<file path="config.mk">
export PLATFORM = sky130hd
export DESIGN_NAME = varredura_linhas
export DESIGN_NICKNAME = d
export VERILOG_FILES = /design/src/rtl/varredura_linhas.sv
export SDC_FILE = /design/constraint.sdc
export NUM_CORES = 1
export LEC_CHECK = 0
export CORE_AREA = 5 5 45 47
export DETAILED_ROUTE_END_ITERATION = 8
export DIE_AREA = 0 0 50 52
export PLACE_DENSITY = 0.8
export SETUP_SLACK_MARGIN = 0.3
export SLEW_MARGIN = 25
export SYNTH_ARGS = -nofsm -noshare
export SYNTH_HDL_FRONTEND = slang
export SYNTH_SLANG_ARGS = --single-unit
</file>
<file path="constraint.sdc">
create_clock -name Clock -period 3.3 [get_ports Clock]
set_input_delay 0.66 -clock Clock [delete_from_list [all_inputs] [get_ports Clock]]
set_output_delay 0.66 -clock Clock [all_outputs]
set_load 0.005 [all_outputs]
</file>
<file path="src/rtl/varredura_linhas.sv">
// Row-scan sequencer for the LED dot-matrix icon display.
// Produces the row selector S, the active-low one-hot row enables with a
// blanking gap at the start of each row slot, a frame-start pulse and the
// slow image-alternation phase Fase. Every output is a flop.
module varredura_linhas #(
  parameter int unsigned DIV    = 4,
  parameter int unsigned BLANK  = 1,
  parameter int unsigned ROWS   = 7,
  parameter int unsigned FRAMES = 2
) (
  input  logic            Clock,
  input  logic            Reset,
  input  logic            Enable,
  output logic [2:0]      S,
  output logic [ROWS-1:0] Linhas,
  output logic            Blank,
  output logic            FrameStart,
  output logic            Fase
);

  localparam int unsigned PW = (DIV > 1)    ? $clog2(DIV)    : 1;
  localparam int unsigned RW = (ROWS > 1)   ? $clog2(ROWS)   : 1;
  localparam int unsigned FW = (FRAMES > 1) ? $clog2(FRAMES) : 1;

  logic [PW-1:0]   r_presc;
  logic [RW-1:0]   r_row;
  logic [FW-1:0]   r_frame;
  logic            r_fase;
  logic [ROWS-1:0] r_linhas;
  logic            r_blank;
  logic            r_frame_start;

  logic [PW-1:0]   w_presc_nxt;
  logic [RW-1:0]   w_row_nxt;
  logic [FW-1:0]   w_frame_nxt;
  logic            w_fase_nxt;
  logic [ROWS-1:0] w_linhas_nxt;
  logic            w_lit;
  logic            w_wrap;
  logic            w_presc_last;
  logic            w_row_last;
  logic            w_frame_last;

  // Next-state of the cascaded prescaler/row/frame counters and the output
  // values that will describe that next state.
  always_comb begin
    w_presc_nxt  = r_presc;
    w_row_nxt    = r_row;
    w_frame_nxt  = r_frame;
    w_fase_nxt   = r_fase;
    w_linhas_nxt = '1;
    w_lit        = 1'b0;
    w_wrap       = 1'b0;

    w_presc_last = (r_presc == PW'(DIV - 1));
    w_row_last   = (r_row   == RW'(ROWS - 1));
    w_frame_last = (r_frame == FW'(FRAMES - 1));

    if (Enable) begin
      w_presc_nxt = w_presc_last ? '0 : r_presc + PW'(1);
      if (w_presc_last) begin
        w_row_nxt = w_row_last ? '0 : r_row + RW'(1);
        if (w_row_last) begin
          w_wrap      = 1'b1;
          w_frame_nxt = w_frame_last ? '0 : r_frame + FW'(1);
          if (w_frame_last) begin
            w_fase_nxt = ~r_fase;
          end
        end
      end
      // Row lights only after the blank window so column data has settled.
      w_lit = (w_presc_nxt >= PW'(BLANK));
    end

    if (w_lit) begin
      w_linhas_nxt[w_row_nxt] = 1'b0;
    end
  end

  // State and output registers; reset aborts any frame in progress.
  always_ff @(posedge Clock) begin
    if (Reset) begin
      r_presc       <= '0;
      r_row         <= '0;
      r_frame       <= '0;
      r_fase        <= 1'b0;
      r_linhas      <= '1;
      r_blank       <= 1'b1;
      r_frame_start <= 1'b0;
    end else begin
      r_presc       <= w_presc_nxt;
      r_row         <= w_row_nxt;
      r_frame       <= w_frame_nxt;
      r_fase        <= w_fase_nxt;
      r_linhas      <= w_linhas_nxt;
      r_blank       <= ~w_lit;
      r_frame_start <= w_wrap;
    end
  end

  assign S          = 3'(r_row);
  assign Linhas     = r_linhas;
  assign Blank      = r_blank;
  assign FrameStart = r_frame_start;
  assign Fase       = r_fase;

endmodule
</file>
==> flow_metrics.tcl <==
set metrics [dict create \
    vias 528 \
    chipHeight_um 52 \
    cellPowerDensity_nw_per_um2 418.2 \
    period_share_pct 67.16 \
    hold_viol_final 0 \
    dpl.hpwl_um 826.4 \
    clock-root-buffer "clkbuf_4" \
    mostFrequentLayoutCell "dfxtp_1" \
    path_cells "clkdlybuf4s50_1" \
    track_usage_pct 9.353 \
    synth_area_um2 664.4 \
    drive_gt1_share_pct 8.333 \
    hold_path.class "reg2reg" \
    yosys_warnings 0 \
    ant_nets 0 \
    h-tree-depth 1 \
    fillers 142 \
    internal-power_mw 0.2753 \
    instances_no_fill 101 \
    area_growth_pct 26.18 \
    dpl.cell_count 97 \
    antenna_found_initial 0 \
    grt_pass1_vias 429 \
    setup_slack_ns 1.084 \
    fin_nets 90 \
    drc 0 \
    seqPwrFrac_pct 57.1 \
    cts_setup_buffers 0 \
    crit_family "flip-flops" \
    cp_num_buf_inv 1 \
    rows 15 \
    crit_path_top_delay_cell "dfxtp_1" \
    grt_pass1_wl_um 1863 \
    tightest_slew_ns 0.5310 \
    fmax_ghz 0.4512 \
    cts.path.max_buffers 2 \
    comb_power_share_pct 6.1 \
    syn_avg_cell_area_um2 9.491 \
    max-cap-violations 0 \
    clock_sinks 16 \
    setup_viol 0 \
    critPathRequiredTime_ns 2.64 \
    critPathKind "reg2out" \
    overflow 0 \
    dp_slack_ns 1.048 \
    routedWlPerCell_um 11.49 \
    core_area_um2 1614 \
    antenna_cells 0 \
    cts_resized 0 \
    status "finished, final reports clean" \
    cts_buffers 3 \
    boundaryPins 16 \
    maxSlewViolCount 0 \
    grt_max_degree 18 \
    start_util_pct 41.16 \
    clk_pin_slew_ns 0.09 \
    synth_cell_types 28 \
    hold_ws_ns 0.4840 \
    switching_power_mw 0.07533 \
    cts_hold_buf 0 \
    cp-start-kind "flip-flop" \
    maxSlewHeadroom_pct 64.55 \
    synth_nets 75 \
    fp.dieW_um 50 \
    dieArea_um2 2600 \
    end_kind "output pin" \
    drtIter0Drc 5 \
    final_cell_mix "16 x dfxtp_1, 15 x clkdlybuf4s50_1, 7 x nor2_1" \
    swShare_pct 21.49 \
    cpPeakStageDelay_ns 0.67 \
    syn_inst 70 \
    gp_congestion 0.7118 \
    p_clk_share_pct 36.8 \
    peakVddDrop_v 0.0002677 \
    cp_max_fo 17 \
    arrival_ns 1.56 \
    clk_latency_ns 0.28 \
    p_leak_nw 0.3007 \
    cts_tree "built" \
    synth-seq-cells 16 \
    port_buffers 15 \
    finClkSkew_ns 0.001321 \
    seq_area_frac_synth_pct 48.21 \
    finalSetupTns_ns 0 \
    vias_per_cell 5.228 \
    rsz0062_at_grt "false" \
    wirelength_um 1160 \
    drt_pass1_iterations 4 \
    fin_crit_ns 2.216 \
]
synth_stat cells:
master / count / area, µm²
nor3b_2: 1 / 12.51
inv_1: 1 / 3.750
ha_1: 2 / 25.02
or3b_1: 1 / 8.760
nand4b_1: 1 / 8.760
o31ai_1: 2 / 15.01
buf_4: 2 / 15.01
dfxtp_1: 16 / 320.3
clkbuf_1: 2 / 7.510
nand2_1: 5 / 18.77
nor3_1: 1 / 5.000
nor4_1: 2 / 12.51
and3_1: 1 / 6.260
nand2_4: 1 / 11.26
or4_1: 2 / 15.01
a21oi_1: 5 / 25.02
o22ai_1: 1 / 6.260
xnor2_1: 2 / 17.52
nand3_1: 5 / 25.02
a21o_1: 1 / 7.510
nor2_1: 7 / 26.28
buf_6: 1 / 11.26
nand3b_1: 1 / 7.510
o21ai_0: 1 / 5.000
and2_2: 1 / 7.510
a211oi_1: 1 / 7.510
nand2b_1: 2 / 12.51
mux2i_1: 2 / 20.02
power by group through the flow:
stage	Clock [mW]	Sequential [mW]	Combinational (mW)
finish	0.129	0.200	0.0214
detailed placement	0	0.205	0.0217
floorplan	0	0.204	0.0153
global route	0.142	0.201	0.0238
global placement	0	0.204	0.0208
CTS	0.132	0.200	0.0219
logic make-up (layout without fill, tap and decap cells):
logic type | Yosys count | count (layout) | synth area share (%)
DFF | 16 | 16 | 48.21
AOI/OAI and AO/OA | 11 | 11 | 9.981
adders and majority gates | 2 | 2 | 3.766
muxes | 2 | 2 | 3.013
buffers and inverters | 6 | 20 | 5.649
and+or+nand+nor | 31 | 31 | 26.74
xor gates and xnor gates | 2 | 2 | 2.637
state kept, by name, summed over array words and instances (netlist names):
name / flops
FrameStart: 1
r_frame: 1
Fase: 1
r_presc: 2
Linhas: 7
S: 3
Blank: 1
through the flow:
| stage | utilization (%) | power, mW | area (µm²) |
|---|---|---|---|
| after floorplan | - | 0.2195 | 664.4 |
| after global placement | 49.69 | 0.2253 | 802.0 |
| after detailed placement | 49.69 | 0.2265 | 802.0 |
| after CTS | 51.94 | 0.3544 | 838.3 |
| after global routing | 51.94 | 0.3670 | 838.3 |
| final | 51.94 | 0.3506 | 838.3 |
final cells by class:
| type | count | area, µm² | share of cell area [%] |
|---|---|---|---|
| clock buffer | 4 | 36.28 | 4.328 |
| inverter | 1 | 3.754 | 0.4478 |
| multi-input combinational | 48 | 306.5 | 36.57 |
| sequential | 16 | 320.3 | 38.21 |
| tap | 17 | 21.27 | 2.537 |
| timing repair buffer | 15 | 150.1 | 17.91 |
final timing paths:
check,start,end,slack (ns),cells past startpoint
hold / removal,Fase,Fase,0.48,2
setup reg to reg,r_presc[0],Fase,1.77,4
setup / recovery,S[0],S[0],1.08,1
hold reg to reg,Fase,Fase,0.48,2
per-layer routing:
layer,part of all wire (%),GRT usage [%],vias to the layer above
met5,0,0,-
met3,4.8,2.865,4
met1,44,10.18,237
li1,-,-,275
met4,2.3,6.550,0
met2,49,15.27,12
Power figures use the tool's default switching activity.
